`src/rtl/soc_pkg.sv`:
```
// rtl/soc_pkg.sv - shared types and helpers for the clock/reset sequencer
package soc_pkg;

  typedef enum logic [1:0] {
    SEQ_RESET,
    SEQ_GATE,
    SEQ_LOCK_WAIT,
    SEQ_RUN
  } seq_state_e;

  // Counter width for a count running 0..limit-1; never below one bit.
  function automatic int cnt_w(input int limit);
    return (limit > 1) ? $clog2(limit) : 1;
  endfunction

endpackage

```
`src/rtl/sync_bit.sv`:
```
// rtl/sync_bit.sv - multi-flop synchroniser for a single asynchronous bit
module sync_bit #(
  parameter int STAGES = 2
) (
  input  logic clk_i,
  input  logic srst_i,
  input  logic d_i,
  output logic q_o
);

  logic [STAGES-1:0] sync_q;
  logic [STAGES-1:0] sync_d;

  always_comb begin
    sync_d = {sync_q[STAGES-2:0], d_i};
  end

  always_ff @(posedge clk_i) begin
    if (srst_i) begin
      sync_q <= '0;
    end else begin
      sync_q <= sync_d;
    end
  end

  assign q_o = sync_q[STAGES-1];

endmodule

```
`src/rtl/core_clk_rst_seq.sv`:
```
// rtl/core_clk_rst_seq.sv - per-domain sequencer for PLL divider, clock gate and domain reset
module core_clk_rst_seq
  import soc_pkg::*;
#(
  parameter int FB_DIV_WIDTH = 12,
  parameter int GATE_CYCLES  = 4,
  parameter int LOCK_TIMEOUT = 256,
  parameter int RST_REL_DLY  = 8,
  parameter int SYNC_STAGES  = 2
) (
  input  logic                    clk_i,
  input  logic                    srst_i,
  input  logic [FB_DIV_WIDTH-1:0] fb_div_req_i,
  input  logic                    clk_en_req_i,
  input  logic                    arst_req_i,
  input  logic                    glob_arst_req_i,
  input  logic                    pll_locked_i,
  output logic [FB_DIV_WIDTH-1:0] pll_fb_div_o,
  output logic                    clk_en_o,
  output logic                    arst_o,
  output logic                    locked_o,
  output logic                    busy_o,
  output logic                    lock_err_o,
  output logic                    lock_lost_o
);

  localparam int GW = cnt_w(GATE_CYCLES);
  localparam int TW = cnt_w(LOCK_TIMEOUT);
  localparam int RW = cnt_w(RST_REL_DLY);

  localparam logic [GW-1:0] GATE_LAST = GW'(GATE_CYCLES - 1);
  localparam logic [TW-1:0] TIME_LAST = TW'(LOCK_TIMEOUT - 1);
  localparam logic [RW-1:0] REL_LAST  = RW'(RST_REL_DLY - 1);

  seq_state_e              state_q, state_d;
  logic [GW-1:0]           gate_cnt_q, gate_cnt_d;
  logic [TW-1:0]           timer_q, timer_d;
  logic [RW-1:0]           rel_cnt_q, rel_cnt_d;
  logic [FB_DIV_WIDTH-1:0] fb_div_q, fb_div_d;
  logic                    clk_en_q, clk_en_d;
  logic                    arst_q, arst_d;
  logic                    busy_q, busy_d;
  logic                    lock_err_q, lock_err_d;
  logic                    lock_lost_q, lock_lost_d;
  logic                    locked;
  logic                    rst_req;

  sync_bit #(
    .STAGES(SYNC_STAGES)
  ) u_lock_sync (
    .clk_i (clk_i),
    .srst_i(srst_i),
    .d_i   (pll_locked_i),
    .q_o   (locked)
  );

  always_comb begin
    state_d     = state_q;
    gate_cnt_d  = gate_cnt_q;
    timer_d     = timer_q;
    rel_cnt_d   = rel_cnt_q;
    fb_div_d    = fb_div_q;
    clk_en_d    = clk_en_q;
    arst_d      = arst_q;
    lock_err_d  = lock_err_q;
    lock_lost_d = lock_lost_q;
    rst_req     = arst_req_i | glob_arst_req_i;

    // Reset assertion is honoured in every state; release only happens in RUN.
    if (rst_req) begin
      arst_d    = 1'b1;
      rel_cnt_d = '0;
    end

    case (state_q)
      SEQ_RESET: begin
        clk_en_d   = 1'b0;
        gate_cnt_d = '0;
        state_d    = SEQ_GATE;
      end
      SEQ_GATE: begin
        clk_en_d = 1'b0;
        if (gate_cnt_q == GATE_LAST) begin
          fb_div_d = fb_div_req_i;
          timer_d  = '0;
          state_d  = SEQ_LOCK_WAIT;
        end else begin
          gate_cnt_d = gate_cnt_q + GW'(1);
        end
      end
      SEQ_LOCK_WAIT: begin
        clk_en_d = 1'b0;
        if (timer_q != TIME_LAST) begin
          timer_d = timer_q + TW'(1);
        end
        if (locked) begin
          state_d = SEQ_RUN;
        end else if (timer_q == TIME_LAST) begin
          lock_err_d = 1'b1;
          gate_cnt_d = '0;
          state_d    = SEQ_GATE;
        end
      end
      SEQ_RUN: begin
        clk_en_d = clk_en_req_i;
        if (!rst_req) begin
          if (rel_cnt_q == REL_LAST) begin
            arst_d = 1'b0;
          end else begin
            rel_cnt_d = rel_cnt_q + RW'(1);
          end
        end
        if (fb_div_req_i != fb_div_q) begin
          clk_en_d   = 1'b0;
          gate_cnt_d = '0;
          state_d    = SEQ_GATE;
        end else if (!locked) begin
          clk_en_d    = 1'b0;
          lock_lost_d = 1'b1;
          timer_d     = '0;
          state_d     = SEQ_LOCK_WAIT;
        end
      end
      default: begin
        state_d = SEQ_RESET;
      end
    endcase

    busy_d = (state_d != SEQ_RUN);
  end

  always_ff @(posedge clk_i) begin
    if (srst_i) begin
      state_q     <= SEQ_RESET;
      gate_cnt_q  <= '0;
      timer_q     <= '0;
      rel_cnt_q   <= '0;
      fb_div_q    <= '0;
      clk_en_q    <= 1'b0;
      arst_q      <= 1'b1;
      busy_q      <= 1'b1;
      lock_err_q  <= 1'b0;
      lock_lost_q <= 1'b0;
    end else begin
      state_q     <= state_d;
      gate_cnt_q  <= gate_cnt_d;
      timer_q     <= timer_d;
      rel_cnt_q   <= rel_cnt_d;
      fb_div_q    <= fb_div_d;
      clk_en_q    <= clk_en_d;
      arst_q      <= arst_d;
      busy_q      <= busy_d;
      lock_err_q  <= lock_err_d;
      lock_lost_q <= lock_lost_d;
    end
  end

  assign pll_fb_div_o = fb_div_q;
  assign clk_en_o     = clk_en_q;
  assign arst_o       = arst_q;
  assign locked_o     = locked;
  assign busy_o       = busy_q;
  assign lock_err_o   = lock_err_q;
  assign lock_lost_o  = lock_lost_q;

endmodule

```
`config.mk`:
```
export PLATFORM = sky130hd
export DESIGN_NAME = core_clk_rst_seq
export DESIGN_NICKNAME = d
export VERILOG_FILES = /design/src/rtl/soc_pkg.sv /design/src/rtl/sync_bit.sv /design/src/rtl/core_clk_rst_seq.sv
export SDC_FILE = /design/constraint.sdc
export NUM_CORES = 1
export LEC_CHECK = 0
export BUFFER_PORTS_ARGS = -buffer_cell sky130_fd_sc_hd__clkbuf_2
export CORE_MARGIN = 1
export CORE_UTILIZATION = 38
export CTS_CLUSTER_DIAMETER = 50
export DETAILED_ROUTE_END_ITERATION = 8
export GPL_TIMING_DRIVEN = 0
export HOLD_SLACK_MARGIN = 0.02
export MAX_ROUTING_LAYER = met4
export PLACE_DENSITY_LB_ADDON = 0.15
export SYNTH_ARGS = -nofsm -noshare
export SYNTH_HDL_FRONTEND = slang
export SYNTH_HIERARCHICAL = 1
export SYNTH_SLANG_ARGS = --single-unit
```
`constraint.sdc`:
```
create_clock -name clk_i -period 2.8 [get_ports clk_i]
set_clock_uncertainty 0.05 [all_clocks]
set_input_delay 0.42 -clock clk_i [delete_from_list [all_inputs] [get_ports clk_i]]
set_output_delay 0.42 -clock clk_i [all_outputs]
set_load 0.05 [all_outputs]
```
# Word level (Yosys, flattened, before mapping)
# Index checks and enable logic that the tools add are counted.
[op_classes] bitwise_logic=3 mux=27 addsub=3 reduce_logical=8 n_eq_ne=17
[op_table] operator="two-way mux 8 bit" count=4
[op_table] operator="case mux 8 bit (3 select lines)" count=1
[op_table] operator="two-way mux 2 bit" count=9
[op_table] operator="!= test 2 bit (second input constant)" count=9
[op_table] operator="case mux 2 bit (4 select lines)" count=2
[op_table] operator="two-way mux 3 bit" count=4
[op_table] operator="!= test 12 bit" count=1
[op_table] operator="adder 8 x 1 -> 8 bit (second input constant)" count=1
[op_table] operator="== test 8 bit (second input constant)" count=1
[op_table] operator="!= test 8 bit (second input constant)" count=1
[op_table] operator="== test 2 bit (second input constant)" count=3
[op_table] operator="two-way mux 1 bit" count=6
[op_table] operator="AND reduction 3 bit" count=2
[op_table] operator="AND reduction 5 bit" count=1
[op_table] operator="AND reduction 4 bit" count=1
[op_table] operator="adder 3 x 1 -> 3 bit (second input constant)" count=1
[op_table] operator="== test 3 bit (second input constant)" count=1
[op_table] operator="nonzero test 3 bit" count=1
[op_table] operator="OR reduction 3 bit" count=1
[op_table] operator="adder 2 x 1 -> 2 bit (second input constant)" count=1
[op_table] operator="== test 2 x 1 -> 1 bit (second input constant)" count=1
[op_table] operator="zero test 2 bit" count=1
[op_table] operator="inverter 1 bit" count=2
[op_table] operator="case mux 1 bit (2 select lines)" count=1
[op_table] operator="other kinds (2)" count=2
[totals] elab_cells=69 reg_bits=34 out_inout_bits=18 in_bits=18

# Longest topological paths before layout
[depth] ltp_word=5 depth_mapped=9 ltp_nobuf=8

# Modules after synthesis
# The synthesis kept the hierarchy.
[by_module_without_submodules] mod="core_clk_rst_seq" seq_area_each_um2=640.6 area_per_inst_um2=1606.5 cells_per_inst=189 n_inst=1
[by_module_without_submodules] mod="sync_bit" seq_area_each_um2=40.0 area_per_inst_um2=52.6 cells_per_inst=4 n_inst=1

# Worst setup path after synthesis
# Ideal clock, no wire load.
[synth_path] path_type="reg2reg" startpoint="register fb_div_q[6] (netlist: pll_fb_div_o[6])" endpoint="register state_q[0]" setup_time_ns=0.129 n_path_buf=0 setup_slack_ns=0.792 arrival_time_ns=1.829 synth_period_minus_slack_ns=2.008 stages_incl_launch_ff=6 t_required_ns=2.621 cell_sequence="dfxtp_1 > xor2_1 > nor4_1 > nand3_1 > a2111o_1 > nor2b_1"
[synth_between] elab_chain_cells=3
[synth_lines] element="from (decl)" line_no="core_clk_rst_seq.sv:39" rtl="logic [FB_DIV_WIDTH-1:0] fb_div_q, fb_div_d;"
[synth_lines] element="from (signal assigned)" line_no="core_clk_rst_seq.sv:149" rtl="fb_div_q <= fb_div_d;"
[synth_lines] element="!= test 12 bit" line_no="core_clk_rst_seq.sv:113" rtl="if (fb_div_req_i != fb_div_q) begin"
[synth_lines] element="two-way mux 2 bit" line_no="core_clk_rst_seq.sv:113"
[synth_lines] element="case mux 2 bit (4 select lines)" line_no="core_clk_rst_seq.sv:75" rtl="case (state_q)"
[synth_lines] element="to (signal assigned)" line_no="core_clk_rst_seq.sv:145" rtl="state_q <= state_d;"
[synth_lines] element="to (decl)" line_no="core_clk_rst_seq.sv:35" rtl="seq_state_e state_q, state_d;"
# Every way passes these cells.
# A chain may end at the register's enable or synchronous reset.

# Final worst setup path
[layout_path] startpoint="register fb_div_q[9] (netlist: pll_fb_div_o[9])" endpoint="register timer_q[3]"
[layout_between] elab_chain_cells=3
[layout_lines] element="!= test 12 bit" line_no="core_clk_rst_seq.sv:113"
[layout_lines] element="!= test 2 bit (no line)"
[layout_lines] element="AND reduction 5 bit (no line)"
[layout_lines] element="to (signal assigned)" line_no="core_clk_rst_seq.sv:147" rtl="timer_q <= timer_d;"
[layout_lines] element="to (decl)" line_no="core_clk_rst_seq.sv:37" rtl="logic [TW-1:0] timer_q, timer_d;"
# Every way passes these cells.

==> results.py <==
metrics = {
    "status": {
        "status": "finished clean",
    },
    "logic_synthesis": {
        "yosysWarnings": 6,
        "synthDistinctLibCells": 42,
        "synth_edf_count": 0,
        "synthArstFlopShare": 0,
        "synth_area_leaders": "dfxtp_1 41%, nand2_1 7.0%, xor2_1 6.3%",
        "seq_area_frac_synth": 0.4103,
        "synthFlopType": "dfxtp_1",
        "post-synth-top-area-cell": "dfxtp_1",
        "syn_area_per_cell_um2": 8.596,
        "ys_ff_latch": 34,
        "synth_top_area_share": 0.4103,
        "syn_nets": 219,
        "syn_inst": 193,
        "syn_area_mm2": 0.001659,
    },
    "global_routing": {
        "grt_pass1_vias": 1235,
        "grt_overflow_total": 0,
        "grt_util_all_layers": 0.1734,
        "grt_antenna_before_repair": 0,
        "grt_pass1_wl_um": 5671,
        "grt_start_max_net_pins": 11,
    },
    "placement": {
        "place_congestion": 0.7692,
        "portBuffers": 35,
        "dpl.cell_count": 278,
        "place_area_mm2": 0.001897,
        "detailedPlacementHpwl_um": 2528,
    },
    "clocking": {
        "path_clk_slew_ns": 0.06,
        "cts-resized-gates": 0,
        "cts_made_buffers": 5,
        "cts_max_path_buffers": 2,
        "clk-insertion-delay-late_ns": 0.29,
        "cts_tree": "built",
        "postCtsHoldBufs": 0,
        "root_buffer": "clkbuf_8",
        "htree_levels": 2,
        "post_cts_buffers": 0,
        "clkSinkCount": 34,
    },
    "setup_path": {
        "end_kind": "flop",
        "startpoint": "pll_fb_div_o[9]$_SDFFE_PP0P_",
        "critPathArrivalTime_ns": 2.16,
        "reg2reg_depth": 6,
        "critPathKind": "flop to flop",
        "cp_max_fo": 5,
        "r2r_setup_slack_ns": 0.78,
        "required_ns": 2.95,
        "critPathLaunchType": "flop",
        "reg2reg_from": "pll_fb_div_o[9]$_SDFFE_PP0P_",
    },
    "finish": {
        "final_layout_size_suffix_gt1_frac": 0.2170,
        "antenna_cells": 0,
        "fin_cells": 285,
        "nets": 261,
        "layout_common_cells": "35 x clkbuf_2, 34 x dfxtp_1, 31 x nand2_1, 19 x a21oi_1, 12 x xor2_1",
        "layout_commonest_cell": "clkbuf_2",
        "fillers": 415,
        "final_area_mm2": 0.001973,
        "area_growth_pct": 18.93,
    },
    "detailed_routing": {
        "wl_per_cell_um": 12.06,
        "dr.pass1.iters": 4,
        "wl_um": 3438,
        "via_per_inst": 4.954,
        "drc": 0,
        "vias": 1412,
        "ant_nets": 0,
        "drtIter0Drc": 55,
    },
    "die": {
        "core_mm2": 0.004086,
        "die_area_mm2": 0.004634,
        "start_util": 0.4060,
        "io_pins": 36,
        "die_y_um": 68.08,
        "die_x_um": 68.08,
        "rows": 23,
    },
    "sta": {
        "slew_headroom": 0.5988,
        "drv_slew": 0,
        "fin_hold_ws_ns": 0.2824,
        "fin_crit_ns": 2.018,
        "finalHoldViolations": 0,
        "period_share": 0.7209,
        "worstMarginPinSlew_ns": 0.5964,
        "grt_setup_unrepaired": "no",
        "setup_violations": 0,
        "fmaxAchievable_mhz": 495.4,
        "finalSetupTns_ns": 0,
    },
    "pwr": {
        "p_leak_uw": 0.0008251,
        "peakVddDrop_uv": 192.7,
        "powerDensity_mw_per_mm2": 454.2,
    },
    "hold_path": {
        "min-delay-start": "pll_locked_i",
        "hold_path_class": "input port to flop",
        "holdPathStages": 2,
    },
    "run": {
        "max_cap_violations": 0,
    },
}
through the flow:
stage	power, uW	setup slack (ns)	util
after floorplan	540.0	0.7923	-
after global placement	566.8	0.6185	0.4642
after detailed placement	567.4	0.5754	0.4642
after CTS	908.1	0.7638	0.4829
after global routing	939.7	0.5894	0.4829
final	896.1	0.7815	0.4829
sequential cells by signal, summed over array words and instances (netlist names):
signal              cells
busy_o                  1
lock_err_o              1
pll_fb_div_o           12
gate_cnt_q              2
arst_o                  1
timer_q                 8
lock_lost_o             1
rel_cnt_q               3
state_q                 2
clk_en_o                1
u_lock_sync/sync_q      2
cell usage after synthesis, types with 4 or more instances:
master    number
xor2_1        12
dfxtp_1       34
nand2b_1       4
ha_1           8
a21oi_1       19
nand4_1        4
o21ai_0        6
nor2b_1        5
or3_1          4
nand3_1        5
nor2_1         8
nand2_1       31
nor3_1         4
inv_1          7
cell type report:
class,instances,area [um^2],area share
well taps,50,62.56,0.03171
repair buffers,35,175.2,0.08878
inverters,7,26.28,0.01332
clock buffers,7,76.32,0.03868
flip-flops and latches,34,680.7,0.3450
plain buffers,9,45.04,0.02283
multi-input cells,143,907.1,0.4597
layer usage:
metal | up-vias | GRT usage | part of all wire
met5 | - | - | 0
met4 | 0 | 0.1016 | 0.023
met3 | 10 | 0.04000 | 0.033
met2 | 24 | 0.2451 | 0.43
met1 | 630 | 0.2228 | 0.51
li1 | 748 | - | -
cell families (layout without fill, tap and decap cells):
logic type	after synthesis	after routing	share of synthesized area
and+or+nand+nor	77	77	0.2323
buffers and inverters	16	58	0.04299
AOI/OAI and AO/OA	42	42	0.1674
adders and majority gates	8	8	0.06033
xor gates and xnor gates	13	13	0.06863
DFF	34	34	0.4103
muxes	3	3	0.01810
worst paths after layout:
check	to
worst min-delay path	u_lock_sync/sync_q[0]$_SDFF_PP0_
worst min register to register	timer_q[7]$_SDFFE_PP0P_
worst max-delay path	timer_q[3]$_SDFFE_PP0P_
worst max register to register	timer_q[3]$_SDFFE_PP0P_
power breakdown:
part | switching (uW) | leakage, uW | internal [uW] | total, uW
registers | 3.44 | 0.000275 | 488 | 491
clock network | 169 | 0.0000383 | 171 | 340
logic | 38.0 | 0.000512 | 26.7 | 64.7
total | 211 | 0.000825 | 685 | 896
critical path, stage by stage, from the launching register on:
cell	delay (ns)
dfxtp_1	0.34
xor2_1	0.17
nor4_1	0.55
nand4_1	0.19
nand2_2	0.16
nand3_1	0.16
a221oi_1	0.31
No activity file was read; power rests on OpenSTA's default activity.
